--- src/rtl/wave_capture_pkg.sv ---
// Shared constants for the zero-crossing triggered waveform capture block.
// Holds the FSM encodings, capture length, RAM address width and the offset-binary helper.
package wave_capture_pkg;

  localparam int SAMPLES_DEFAULT = 256;
  localparam int ADDR_W = 9;
  localparam logic [7:0] SAMPLE_OFFSET = 8'd128;

  localparam logic [1:0] ST_ARMED  = 2'd0;
  localparam logic [1:0] ST_ACTIVE = 2'd1;
  localparam logic [1:0] ST_WAIT   = 2'd2;

  // Signed sample to unsigned offset-binary: top byte plus mid-scale.
  function automatic logic [7:0] to_offset_binary(input logic [15:0] sample);
    return sample[15:8] + SAMPLE_OFFSET;
  endfunction

endpackage

--- src/rtl/wave_capture_trigger.sv ---
// Rising zero-crossing detector: remembers the previous strobed sample and flags
// a strobe whose sample is non-negative while the previous one was negative.
module wave_capture_trigger
  import wave_capture_pkg::*;
(
  input  logic        i_clk,
  input  logic        i_reset,
  input  logic        i_strobe,
  input  logic [15:0] i_sample,
  output logic        o_trigger
);

  logic [15:0] r_prev_sample;

  always_ff @(posedge i_clk) begin
    if (i_reset) begin
      r_prev_sample <= 16'd0;
    end else if (i_strobe) begin
      r_prev_sample <= i_sample;
    end
  end

  assign o_trigger = i_strobe & r_prev_sample[15] & ~i_sample[15];

endmodule

--- src/rtl/wave_capture.sv ---
// Captures SAMPLES offset-binary samples after a rising zero crossing into the
// half of an external double-buffered RAM that the display is not reading.
module wave_capture
  import wave_capture_pkg::*;
#(
  parameter int SAMPLES = SAMPLES_DEFAULT
) (
  input  logic              clk,
  input  logic              reset,
  input  logic              new_sample_ready,
  input  logic [15:0]       new_sample_in,
  input  logic              wave_display_idle,
  output logic [ADDR_W-1:0] write_address,
  output logic              write_enable,
  output logic [7:0]        write_sample,
  output logic              read_index,
  output logic [1:0]        o_dbg_state
);

  localparam logic [8:0] LAST_IDX = 9'(SAMPLES - 1);
  // A one-sample capture is complete as soon as the trigger sample is written.
  localparam logic [1:0] ST_AFTER_TRIGGER = (SAMPLES == 1) ? ST_WAIT : ST_ACTIVE;

  logic [1:0]        r_state;
  logic [8:0]        r_count;
  logic              r_read_index;
  logic              r_write_enable;
  logic [ADDR_W-1:0] r_write_address;
  logic [7:0]        r_write_sample;
  logic              w_trigger;

  wave_capture_trigger u_trigger (
    .i_clk     (clk),
    .i_reset   (reset),
    .i_strobe  (new_sample_ready),
    .i_sample  (new_sample_in),
    .o_trigger (w_trigger)
  );

  always_ff @(posedge clk) begin
    if (reset) begin
      r_state         <= ST_ARMED;
      r_count         <= 9'd0;
      r_read_index    <= 1'b0;
      r_write_enable  <= 1'b0;
      r_write_address <= '0;
      r_write_sample  <= 8'd0;
    end else begin
      r_write_enable <= 1'b0;
      case (r_state)
        ST_ARMED: begin
          if (w_trigger) begin
            r_write_enable  <= 1'b1;
            r_write_address <= {~r_read_index, 8'd0};
            r_write_sample  <= to_offset_binary(new_sample_in);
            r_count         <= 9'd1;
            r_state         <= ST_AFTER_TRIGGER;
          end
        end
        ST_ACTIVE: begin
          if (new_sample_ready) begin
            r_write_enable  <= 1'b1;
            r_write_address <= {~r_read_index, r_count[7:0]};
            r_write_sample  <= to_offset_binary(new_sample_in);
            r_count         <= r_count + 9'd1;
            if (r_count == LAST_IDX) begin
              r_state <= ST_WAIT;
            end
          end
        end
        ST_WAIT: begin
          // Swap halves only once the display is between frames.
          if (wave_display_idle) begin
            r_read_index <= ~r_read_index;
            r_count      <= 9'd0;
            r_state      <= ST_ARMED;
          end
        end
        default: begin
          r_state <= ST_ARMED;
          r_count <= 9'd0;
        end
      endcase
    end
  end

  assign write_enable  = r_write_enable;
  assign write_address = r_write_address;
  assign write_sample  = r_write_sample;
  assign read_index    = r_read_index;
  assign o_dbg_state   = r_state;

endmodule

--- config.mk ---
export PLATFORM = sky130hd
export DESIGN_NAME = wave_capture
export DESIGN_NICKNAME = d
export VERILOG_FILES = /design/src/rtl/wave_capture_pkg.sv /design/src/rtl/wave_capture_trigger.sv /design/src/rtl/wave_capture.sv
export SDC_FILE = /design/constraint.sdc
export NUM_CORES = 1
export LEC_CHECK = 0
export ABC_CLOCK_PERIOD_IN_PS = 2100
export CELL_PAD_IN_SITES_DETAIL_PLACEMENT = 1
export CELL_PAD_IN_SITES_GLOBAL_PLACEMENT = 2
export CORE_MARGIN = 3
export CORE_UTILIZATION = 28
export CTS_BUF_LIST = sky130_fd_sc_hd__clkbuf_2 sky130_fd_sc_hd__clkbuf_4 sky130_fd_sc_hd__clkbuf_8
export DETAILED_ROUTE_END_ITERATION = 8
export PLACE_DENSITY_LB_ADDON = 0.1
export SYNTH_ARGS = -nofsm -noshare
export SYNTH_HDL_FRONTEND = slang
export SYNTH_SLANG_ARGS = --single-unit
--- constraint.sdc ---
create_clock -name clk -period 2.1 [get_ports clk]
set_input_delay 0.42 -clock clk [delete_from_list [all_inputs] [get_ports clk]]
set_output_delay 0.42 -clock clk [all_outputs]
set_load 0.03 [all_outputs]
== After elaboration in Yosys (flattened, before gate mapping) ==
Index checks and enable logic that the tools add are counted.

* Add/sub/neg operators: 2
* Equal/unequal tests: 7
* Multiplexer cells: 18
* Bitwise gates (word level): 4
* Reduce and logical (&&, ||, !) cells: 6

{| class="wikitable"
|+ Operator list
! kind !! count
|-
| $mux 9 || 5
|-
| $pmux 9 s3 || 1
|-
| $pmux 9 s2 || 1
|-
| $mux 8 || 2
|-
| $pmux 8 s2 || 1
|-
| $add 9x1->9 const B || 1
|-
| $eq 9x8->1 const B || 1
|-
| $add 8x8->8 const B || 1
|-
| $mux 2 || 4
|-
| $ne 2x2->1 const B || 3
|-
| $pmux 2 s3 || 1
|-
| $reduce_and 3->1 || 2
|-
| $reduce_and 4->1 || 1
|-
| $and 1x1->1 || 2
|-
| $eq 2x1->1 const B || 1
|-
| $eq 2x2->1 const B || 1
|-
| $logic_not 2->1 || 1
|-
| $mux 1 || 2
|-
| $ne 2x1->1 const B || 1
|-
| $not 1->1 || 2
|-
| $pmux 1 s2 || 1
|-
| $reduce_and 2->1 || 1
|-
| $reduce_bool 2->1 || 1
|}

* Register bits after elaboration: 46
* Output and inout port bits: 21
* Word-level logic and storage cells: 44

== Longest topological paths before layout ==
Gate-level depths: netlist (run 1).

* Depth in word-level cells: 4
* Gate-level depth with buffers: 7
* Gate-level depth less buffers: 7

== Cells and area by module ==
From an unflattened synthesis (run 1), not the netlist that was laid out.

* Cell total of the unflattened synthesis: 125
* Area, all modules: 1,293.7 um^2

{| class="wikitable"
|+ Modules (own cells, without submodules)
! module !! instances !! cells each !! area each (um^2)
|-
| wave_capture || 1 || 121 || 1,249.9
|-
| wave_capture_trigger || 1 || 4 || 43.8
|}

== Least setup slack after synthesis (run 1) ==
Ideal clock, no wire load.

* Path type: flip-flop to flip-flop
* Start: register r_state[1] (netlist: o_dbg_state[1])
* End: register r_count[1]
* Arrival time: 1.523 ns
* Slack: 0.518 ns
* Cell stages (with the launch flop): 6
* Path buffers: 1
* Clock period less this slack: 1.582 ns
* Cells stage by stage: dfxtp_1 buf_4 or3b_1 o311ai_1 and2b_4 a22o_1

* Word-level cells in the longest chain between the ends: 3

{| class="wikitable"
|+ Ends and longest elaborated chain
! element !! RTL line !! text
|-
| from (decl) || wave_capture.sv:24 || <nowiki>logic [1:0] r_state;</nowiki>
|-
| from (signal assigned) || wave_capture.sv:42 || <nowiki>r_state <= ST_ARMED;</nowiki>
|-
| from (signal assigned) || wave_capture.sv:57 || <nowiki>r_state <= ST_AFTER_TRIGGER;</nowiki>
|-
| from (signal assigned) || wave_capture.sv:67 || <nowiki>r_state <= ST_WAIT;</nowiki>
|-
| $eq 2x2->1 (tied with other cells) || wave_capture.sv:50 || <nowiki>case (r_state)</nowiki>
|-
| $ne 2x2->1 (no line) / $ne 2x1->1 (equally long branches) || -- ||
|-
| $reduce_and 3->1 (no line) || -- ||
|-
| to (signal assigned) || wave_capture.sv:65 || <nowiki>r_count <= r_count + 9'd1;</nowiki>
|-
| to (decl) || wave_capture.sv:25 || <nowiki>logic [8:0] r_count;</nowiki>
|}

Parallel ways exist; a longest one is shown, timed or not.
A chain may end at the register's enable or synchronous reset.

== Worst setup path in the final report (run 1) ==
* Start: register r_state[1] (netlist: o_dbg_state[1])
* End: output o_dbg_state[1]

{| class="wikitable"
|+ RTL lines
! element !! RTL line !! text
|-
| to (decl) || wave_capture.sv:17 || <nowiki>output logic [1:0] o_dbg_state</nowiki>
|}

No word-level cell between the ends.

==> flow_summary.html, run 1 <==
<table>
<tr><th>Metric</th><th>Value</th></tr>
<tr><th colspan="2">Drt</th></tr>
<tr><td>Post-detailed-route via-to-cell ratio</td><td>5.087</td></tr>
<tr><td>Iter 0 DRT Violations</td><td>45</td></tr>
<tr><td>Number of remaining DRC errors</td><td>0</td></tr>
<tr><td>Routed len/inst</td><td>15.02 µm</td></tr>
<tr><td>Vias after detailed routing</td><td>1109</td></tr>
<tr><td>Total wire length after detailed routing</td><td>3.274 mm</td></tr>
<tr><td>Number of routed nets with antenna violations</td><td>0</td></tr>
<tr><td>Total iterations of the first detailed-routing run</td><td>2</td></tr>
<tr><th colspan="2">Cells and area</th></tr>
<tr><td>Share of layout cells above drive strength 1</td><td>0.1012</td></tr>
<tr><td>Number of nets in the finished design</td><td>191</td></tr>
<tr><td>Antenna Diode Count</td><td>0</td></tr>
<tr><td>Number of fill cells</td><td>494</td></tr>
<tr><td>Layout area overhead</td><td>37.34%</td></tr>
<tr><th colspan="2">Clock tree</th></tr>
<tr><td>Clock-pin transition on the worst setup and hold timing paths</td><td>0.06 ns</td></tr>
<tr><td>CTS Buf Count</td><td>5</td></tr>
<tr><td>Post-CTS Setup Repair Bufs</td><td>0</td></tr>
<tr><td>Number of hold-repair buffers added at the cts stage</td><td>0</td></tr>
<tr><td>Number of buffers between clock root and the deepest sink</td><td>2</td></tr>
<tr><td>Sinks on the clock net</td><td>31</td></tr>
<tr><td>Number of levels in the clock H-tree</td><td>2</td></tr>
<tr><td>Post_cts resized</td><td>0</td></tr>
<tr><td>Worst-Skew Late Latency</td><td>0.28 ns</td></tr>
<tr><td>Cell chosen for the clock root</td><td>sky130_fd_sc_hd__clkbuf_8</td></tr>
<tr><td>Clock tree from TritonCTS</td><td>built</td></tr>
<tr><th colspan="2">Setup path</th></tr>
<tr><td>Data arrival at the endpoint of the critical path</td><td>1.59 ns</td></tr>
<tr><td>Cells on worst reg2reg path</td><td>4</td></tr>
<tr><td>CP endpoint kind</td><td>primary output</td></tr>
<tr><td>Largest incremental delay on the critical path</td><td>0.75 ns</td></tr>
<tr><td>Ordered list of cells on the worst path</td><td>clkdlybuf4s50_1</td></tr>
<tr><td>Top cell family by delay on the critical path</td><td>buffers and inverters</td></tr>
<tr><td>Crit Path Max Fanout</td><td>12</td></tr>
<tr><td>Critical Path Start Type</td><td>flop</td></tr>
<tr><td>Worst path buffer plus inverter count</td><td>1</td></tr>
<tr><td>Crit path kind</td><td>flop to primary output</td></tr>
<tr><td>Critical path data required time</td><td>1.68 ns</td></tr>
<tr><td>Worst flop-to-flop path endpoint</td><td>write_address[4]</td></tr>
<tr><td>Worst r2r src</td><td>o_dbg_state[1]</td></tr>
<tr><td>Critical Path Source</td><td>o_dbg_state[1]</td></tr>
<tr><td>Register-to-register setup slack</td><td>0.40 ns</td></tr>
<tr><td>Critical-path cell with the highest stage delay</td><td>sky130_fd_sc_hd__clkdlybuf4s50_1</td></tr>
<tr><th colspan="2">Yosys</th></tr>
<tr><td>Seq/Total Area, Yosys</td><td>0.4887</td></tr>
<tr><td>Post-synth top area cell</td><td>sky130_fd_sc_hd__dfxtp_1</td></tr>
<tr><td>Share of Yosys cell area claimed by the top area cell type</td><td>0.4887</td></tr>
<tr><td>Post-Synthesis Net Count</td><td>152</td></tr>
<tr><td>Synthesized area</td><td>1270 µm²</td></tr>
<tr><td>Avg Synthesized Cell Area</td><td>9.769 µm²</td></tr>
<tr><td>Biggest area contributors in the synthesized netlist</td><td>sky130_fd_sc_hd__dfxtp_1 (49%), sky130_fd_sc_hd__mux2i_1 (6.3%), sky130_fd_sc_hd__a22o_1 (6.2%), sky130_fd_sc_hd__nor2_1 (3.5%), sky130_fd_sc_hd__and3_1 (2.5%)</td></tr>
<tr><td>Count of cell types in the netlist</td><td>35</td></tr>
<tr><td>Post-Syn Instances</td><td>130</td></tr>
<tr><td>Register bit count reported by yosys</td><td>31</td></tr>
<tr><td>Ys Warns</td><td>0</td></tr>
<tr><th colspan="2">Placed design</th></tr>
<tr><td>Half-perimeter wire length after placement</td><td>2.427 mm</td></tr>
<tr><td>Worst Setup Slack post-DPL</td><td>-0.005607 ns</td></tr>
<tr><td>Final estimated routing congestion in global placement</td><td>0.7429</td></tr>
<tr><td>Count of buffers from port buffering</td><td>32</td></tr>
<tr><th colspan="2">Timing</th></tr>
<tr><td>Fmax</td><td>496.9 MHz</td></tr>
<tr><td>Final worst-path cycle share</td><td>0.9583</td></tr>
<tr><td>Final Hold Fails</td><td>0</td></tr>
<tr><td>Setup repair after global routing missed its margin</td><td>false</td></tr>
<tr><td>Clock skew after layout</td><td>0.005108 ns</td></tr>
<tr><td>Minimum hold slack</td><td>0.4624 ns</td></tr>
<tr><td>Min Clock Period, post-route</td><td>2.012 ns</td></tr>
<tr><td>Final setup fails</td><td>0</td></tr>
<tr><td>Relative slew slack</td><td>0.6009</td></tr>
<tr><td>Transition time at the pin with the least slew margin</td><td>0.5974 ns</td></tr>
<tr><td>Slew Limit Fails</td><td>0</td></tr>
<tr><td>Setup slack of the critical path after layout</td><td>0.08766 ns</td></tr>
<tr><th colspan="2">Pwr</th></tr>
<tr><td>Static leakage</td><td>0.7310 nW</td></tr>
<tr><td>Total Power</td><td>1.153 mW</td></tr>
<tr><td>Max IR drop VDD</td><td>333.1 µV</td></tr>
<tr><td>Ratio of total power to cell area</td><td>661.3 nW/µm²</td></tr>
<tr><th colspan="2">Global routing</th></tr>
<tr><td>Via count of the first global-routing pass</td><td>1134</td></tr>
<tr><td>Final global-route overflow total</td><td>0</td></tr>
<tr><td>Overall routing resource usage</td><td>0.1321</td></tr>
<tr><td>Pin count of the biggest net entering global routing</td><td>13</td></tr>
<tr><td>Number of antenna violations at the first check in global routing</td><td>0</td></tr>
<tr><td>Wire length of the first global-routing pass</td><td>5.368 mm</td></tr>
<tr><th colspan="2">Floorplan</th></tr>
<tr><td>Die X-Extent</td><td>73.35 µm</td></tr>
<tr><td>Number of primary I/O pins</td><td>41</td></tr>
<tr><td>Die Span Y</td><td>73.35 µm</td></tr>
<tr><td>Core box area</td><td>4173 µm²</td></tr>
<tr><td>Area of the die</td><td>5379 µm²</td></tr>
<tr><td>Effective utilization at floorplan</td><td>0.3043</td></tr>
<tr><td>Number of placement rows</td><td>23</td></tr>
<tr><th colspan="2">Run status</th></tr>
<tr><td>Status</td><td>completed</td></tr>
<tr><th colspan="2">Min path</th></tr>
<tr><td>End point of the worst hold path</td><td>write_address[8]</td></tr>
<tr><td>Instance count along the most critical hold path</td><td>2</td></tr>
<tr><td>Worst Hold Class</td><td>flop to flop</td></tr>
<tr><td>Origin of the worst min-delay path</td><td>write_address[8]</td></tr>
<tr><th colspan="2">Job</th></tr>
<tr><td>Total of max-cap violations</td><td>0</td></tr>
</table>
## cells by family (layout without fill, tap and decap cells)
logic type               Yosys count  in the layout  share of synthesized area
AO/OA/AOI/OAI                     32             32                     0.1783
AND/OR/NAND/NOR                   46             46                     0.2049
buffers and inverters             10             48                    0.03842
multiplexers                       8              8                    0.06306
XOR/XNOR                           1              1                   0.006898
flip-flops                        31             31                     0.4887
adder cells (fa/ha/maj)            2              2                    0.01970
## cells in the final DEF, fill, tap and decap left out, drive strengths merged, types with 3 or more instances in the layout
cell            n
o21ai           5
and3            5
a21oi           6
nand3           5
nor3            5
nand2           4
inv             3
a22o            9
a31oi           3
nor2           12
buf             7
nor2b           3
clkdlybuf4s50  32
clkbuf          6
dfxtp          31
mux2i           8
## sequential cells by signal, summed over array words and instances (netlist names)
| name | cells |
|---|---|
| read_index | 1 |
| write_sample | 8 |
| write_address | 9 |
| write_enable | 1 |
| o_dbg_state | 2 |
| r_count | 9 |
| u_trigger.r_prev_sample | 1 |
## final cells by class
type                       count  area, µm²  area share
clock buffer                   6      76.32     0.04376
sequential                    31      620.6      0.3558
timing repair buffer          39      372.9      0.2138
tap                           50      62.56     0.03587
inverter                       3      11.26    0.006456
multi-input combinational     89      600.6      0.3443
## worst max-delay path by stage
stage	slack (ns)	end	cells after the start
finish	0.09	o_dbg_state[1]	1
detailed placement	-0.006	write_address[4]	5
global route	0.006	o_dbg_state[1]	1
CTS	0.08	o_dbg_state[1]	1
global placement	0.01	write_address[6]	5
floorplan	0.52	r_count[1]	5
## metal layers
metal,wire (µm),vias up,GRT usage
met5,0,-,0
met4,49,0,0.04829
met3,201,5,0.06019
met2,1559,28,0.2175
met1,1462,524,0.1499
li1,-,552,-
## synth_stat cells
cell,number
sky130_fd_sc_hd__and3_1,5
sky130_fd_sc_hd__buf_1,2
sky130_fd_sc_hd__nor3b_2,1
sky130_fd_sc_hd__o31ai_1,1
sky130_fd_sc_hd__nand4b_1,2
sky130_fd_sc_hd__a21o_1,2
sky130_fd_sc_hd__nand2_1,4
sky130_fd_sc_hd__xor2_1,1
sky130_fd_sc_hd__and2_1,1
sky130_fd_sc_hd__and2b_1,1
sky130_fd_sc_hd__nand3_1,5
sky130_fd_sc_hd__a311oi_1,1
sky130_fd_sc_hd__or3b_1,1
sky130_fd_sc_hd__dfxtp_1,31
sky130_fd_sc_hd__o21ai_0,5
sky130_fd_sc_hd__a211o_1,2
sky130_fd_sc_hd__o21a_1,1
sky130_fd_sc_hd__nor2b_1,3
sky130_fd_sc_hd__nor2_1,12
sky130_fd_sc_hd__or2_2,2
sky130_fd_sc_hd__nor4bb_1,1
sky130_fd_sc_hd__and2b_4,1
sky130_fd_sc_hd__a22o_1,9
sky130_fd_sc_hd__o2bb2ai_1,1
sky130_fd_sc_hd__inv_1,3
sky130_fd_sc_hd__buf_2,3
sky130_fd_sc_hd__mux2i_1,8
sky130_fd_sc_hd__buf_4,2
sky130_fd_sc_hd__ha_1,2
sky130_fd_sc_hd__o311ai_1,1
sky130_fd_sc_hd__nor3_1,5
sky130_fd_sc_hd__a21oi_1,6
sky130_fd_sc_hd__nand4_1,1
sky130_fd_sc_hd__and4_1,1
sky130_fd_sc_hd__a31oi_1,3
## metrics by stage
stage | cell area, µm² | std cells | TNS (ns) | util
after floorplan | 1270 | 130 | 0 | -
after global placement | 1668 | 212 | 0 | 0.3997
after detailed placement | 1668 | 212 | -0.005607 | 0.3997
after CTS | 1744 | 218 | 0 | 0.4180
after global routing | 1744 | 218 | 0 | 0.4180
final | 1744 | 218 | 0 | 0.4180
## report_power, final
part / internal (mW) / total, mW / switching (mW)
clock: 0.233 / 0.443 / 0.210
combinational: 0.0517 / 0.104 / 0.0522
sequential: 0.598 / 0.606 / 0.00877
(Power assumes the default switching activity.)
==> inputs of run 2 (changes only) <==
SETUP_SLACK_MARGIN = 0.2   (was default)
SLEW_MARGIN = 25   (was default)
==> flow_summary.html, run 2 (synthesized netlist as in run 1, its figures left out) <==
<table>
<tr><th>Metric</th><th>Value</th></tr>
<tr><th colspan="2">Setup path</th></tr>
<tr><td>Critical Path Start Type</td><td>flop (unchanged)</td></tr>
<tr><td>Crit path kind</td><td>flop to primary output (unchanged)</td></tr>
<tr><td>Data arrival at the endpoint of the critical path</td><td>1.32 ns (was 1.59 ns)</td></tr>
<tr><td>Top cell family by delay on the critical path</td><td>buffers and inverters (unchanged)</td></tr>
<tr><td>Critical path depth</td><td>1 (unchanged)</td></tr>
<tr><td>Critical path data required time</td><td>1.68 ns (about the same)</td></tr>
<tr><td>Ordered list of cells on the worst path</td><td>clkdlybuf4s50_1 (unchanged)</td></tr>
<tr><td>Largest incremental delay on the critical path</td><td>0.68 ns (was 0.75 ns)</td></tr>
<tr><td>CP endpoint kind</td><td>primary output (unchanged)</td></tr>
<tr><td>Cells on worst reg2reg path</td><td>7 (was 4)</td></tr>
<tr><td>Worst path buffer plus inverter count</td><td>1 (unchanged)</td></tr>
<tr><td>Critical-path cell with the highest stage delay</td><td>sky130_fd_sc_hd__clkdlybuf4s50_1 (unchanged)</td></tr>
<tr><td>Crit Path Max Fanout</td><td>3 (was 12)</td></tr>
<tr><th colspan="2">Timing</th></tr>
<tr><td>Min Clock Period, post-route</td><td>1.740 ns (was 2.012 ns)</td></tr>
<tr><td>Clock skew after layout</td><td>0.005108 ns (unchanged)</td></tr>
<tr><td>Relative slew slack</td><td>0.6730 (was 0.6009)</td></tr>
<tr><td>Final setup fails</td><td>0 (unchanged)</td></tr>
<tr><td>Setup repair after global routing missed its margin</td><td>false (unchanged)</td></tr>
<tr><td>Fmax</td><td>574.7 MHz (was 496.9 MHz)</td></tr>
<tr><td>Transition time at the pin with the least slew margin</td><td>0.4828 ns (was 0.5974 ns)</td></tr>
<tr><td>Slew Limit Fails</td><td>0 (unchanged)</td></tr>
<tr><td>Final Hold Fails</td><td>0 (unchanged)</td></tr>
<tr><td>Final worst-path cycle share</td><td>0.8286 (was 0.9583)</td></tr>
<tr><th colspan="2">Pwr</th></tr>
<tr><td>Static leakage</td><td>0.7425 nW (was 0.7310 nW)</td></tr>
<tr><td>Total Power</td><td>1.154 mW (was 1.153 mW)</td></tr>
<tr><td>Ratio of total power to cell area</td><td>661.4 nW/µm² (was 661.3 nW/µm²)</td></tr>
<tr><td>Max IR drop VDD</td><td>333.1 µV (about the same)</td></tr>
<tr><th colspan="2">Cells and area</th></tr>
<tr><td>Antenna Diode Count</td><td>0 (unchanged)</td></tr>
<tr><td>Most used cells in the layout excluding fill and tap cells</td><td>sky130_fd_sc_hd__dfxtp_1 (31), sky130_fd_sc_hd__clkdlybuf4s50_1 (30), sky130_fd_sc_hd__nor2_1 (12), sky130_fd_sc_hd__a22o_1 (9), sky130_fd_sc_hd__mux2i_1 (8) (was sky130_fd_sc_hd__clkdlybuf4s50_1 (32), sky130_fd_sc_hd__dfxtp_1 (31), sky130_fd_sc_hd__nor2_1 (12), sky130_fd_sc_hd__a22o_1 (9), sky130_fd_sc_hd__mux2i_1 (8))</td></tr>
<tr><td>Number of nets in the finished design</td><td>191 (unchanged)</td></tr>
<tr><td>Leading cell type in the layout, fill and taps excluded</td><td>sky130_fd_sc_hd__dfxtp_1 (was sky130_fd_sc_hd__clkdlybuf4s50_1)</td></tr>
<tr><td>Layout area overhead</td><td>37.34% (unchanged)</td></tr>
<tr><td>Share of layout cells above drive strength 1</td><td>0.1071 (was 0.1012)</td></tr>
<tr><td>Non-filler instance count after layout</td><td>218 (unchanged)</td></tr>
<tr><th colspan="2">Placed design</th></tr>
<tr><td>Half-perimeter wire length after placement</td><td>2.427 mm (unchanged)</td></tr>
<tr><td>Cells after DPL</td><td>212 (unchanged)</td></tr>
<tr><td>Count of buffers from port buffering</td><td>32 (unchanged)</td></tr>
<tr><td>Final estimated routing congestion in global placement</td><td>0.7429 (unchanged)</td></tr>
<tr><th colspan="2">Global routing</th></tr>
<tr><td>Met1 routing resource usage after global routing</td><td>0.1499 (unchanged)</td></tr>
<tr><td>Via count of the first global-routing pass</td><td>1134 (unchanged)</td></tr>
<tr><td>Final global-route overflow total</td><td>0 (unchanged)</td></tr>
<tr><td>Wire length of the first global-routing pass</td><td>5.368 mm (unchanged)</td></tr>
<tr><td>Number of antenna violations at the first check in global routing</td><td>0 (unchanged)</td></tr>
<tr><td>Met3 track utilization from global routing</td><td>0.06019 (unchanged)</td></tr>
<tr><td>Overall routing resource usage</td><td>0.1321 (unchanged)</td></tr>
<tr><td>GR met2 Demand/Resource</td><td>0.2175 (unchanged)</td></tr>
<tr><td>Global routing's busiest layer</td><td>met2 (unchanged)</td></tr>
<tr><td>Pin count of the biggest net entering global routing</td><td>13 (unchanged)</td></tr>
<tr><th colspan="2">Floorplan</th></tr>
<tr><td>Die Span Y</td><td>73.35 µm (unchanged)</td></tr>
<tr><td>Die X-Extent</td><td>73.35 µm (unchanged)</td></tr>
<tr><td>Number of primary I/O pins</td><td>41 (unchanged)</td></tr>
<tr><td>Number of placement rows</td><td>23 (unchanged)</td></tr>
<tr><td>Effective utilization at floorplan</td><td>0.3043 (unchanged)</td></tr>
<tr><td>Area of the die</td><td>5379 µm² (unchanged)</td></tr>
<tr><td>Core box area</td><td>4173 µm² (unchanged)</td></tr>
<tr><th colspan="2">Clock tree</th></tr>
<tr><td>Worst-Skew Late Latency</td><td>0.28 ns (about the same)</td></tr>
<tr><td>Post-CTS Setup Repair Bufs</td><td>0 (unchanged)</td></tr>
<tr><td>Cell chosen for the clock root</td><td>sky130_fd_sc_hd__clkbuf_8 (unchanged)</td></tr>
<tr><td>CTS Buf Count</td><td>5 (unchanged)</td></tr>
<tr><td>Number of levels in the clock H-tree</td><td>2 (unchanged)</td></tr>
<tr><td>Sinks on the clock net</td><td>31 (unchanged)</td></tr>
<tr><td>Number of buffers between clock root and the deepest sink</td><td>2 (unchanged)</td></tr>
<tr><td>Clock tree from TritonCTS</td><td>built (unchanged)</td></tr>
<tr><td>Clock-pin transition on the worst setup and hold timing paths</td><td>0.06 ns (about the same)</td></tr>
<tr><th colspan="2">Drt</th></tr>
<tr><td>Total iterations of the first detailed-routing run</td><td>2 (unchanged)</td></tr>
<tr><td>Number of remaining DRC errors</td><td>0 (unchanged)</td></tr>
<tr><td>Post-detailed-route via-to-cell ratio</td><td>5.087 (unchanged)</td></tr>
<tr><td>Total wire length after detailed routing</td><td>3.279 mm (was 3.274 mm)</td></tr>
<tr><td>Iter 0 DRT Violations</td><td>45 (unchanged)</td></tr>
<tr><td>Routed len/inst</td><td>15.04 µm (was 15.02 µm)</td></tr>
<tr><td>Vias after detailed routing</td><td>1109 (unchanged)</td></tr>
<tr><td>Number of routed nets with antenna violations</td><td>0 (unchanged)</td></tr>
<tr><th colspan="2">Min path</th></tr>
<tr><td>Instance count along the most critical hold path</td><td>2 (unchanged)</td></tr>
<tr><td>Worst Hold Class</td><td>flop to flop (unchanged)</td></tr>
<tr><th colspan="2">Run status</th></tr>
<tr><td>Status</td><td>completed (unchanged)</td></tr>
<tr><th colspan="2">Job</th></tr>
<tr><td>Total of max-cap violations</td><td>0 (unchanged)</td></tr>
</table>
[run 2: tightest hold or removal path, delay by kind of cell, from the launching register on]
family / cells / cell delay (ns)
AND/OR/NAND/NOR: 1 / 0.05
flip-flops: 1 / 0.31
AO/OA/AOI/OAI: 1 / 0.05
[run 2: per-stage QoR]
stage                       util  hold WS (ns)  setup slack [ns]    TNS, ns  cell area, µm²
after floorplan                -        0.4323            0.5185          0            1270
after global placement    0.3997        0.4454           0.01093          0            1668
after detailed placement  0.3997        0.4536         -0.005607  -0.005607            1668
after CTS                 0.4174        0.4623            0.2659          0            1742
after global routing      0.4180        0.4953            0.2458          0            1744
final                     0.4180        0.4624            0.3599          0            1744
[run 2: worst paths after layout]
check                                      start               end  slack (ns)
worst max-delay path                  read_index        read_index        0.36
worst min-delay path            write_address[8]  write_address[8]        0.46
worst max register to register        r_count[3]    o_dbg_state[0]        0.48
worst min register to register  write_address[8]  write_address[8]        0.46
[run 2: layer usage]
metal  vias up  wire length (µm)
li1        552                 -
met1       524              1462
met2        28              1565
met3         5               201
met4         0                49
met5         -                 0
[run 2: layout make-up]
cell class	count	area [µm²]
Sequential cell	31	620.6
Timing Repair Buffer	39	370.4
Clock buffer	6	76.32
Tap cell	50	62.56
Fill cell	494	2429
Inverter	3	11.26
Multi-Input combinational cell	89	603.1
[run 2: what timing repair did]
item,in CTS,in global routing
resized for setup,2,1
hold buffers,0,0
cloned,0,0
hold endpoints to repair,0,0
endpoints found under the setup margin,2,8
[run 2: power breakdown]
part           internal (mW)  leakage (nW)  switching [mW]
logic                 0.0516         0.451          0.0525
clock network          0.233        0.0406           0.210
registers              0.598         0.250         0.00874
total                  0.883         0.742           0.271
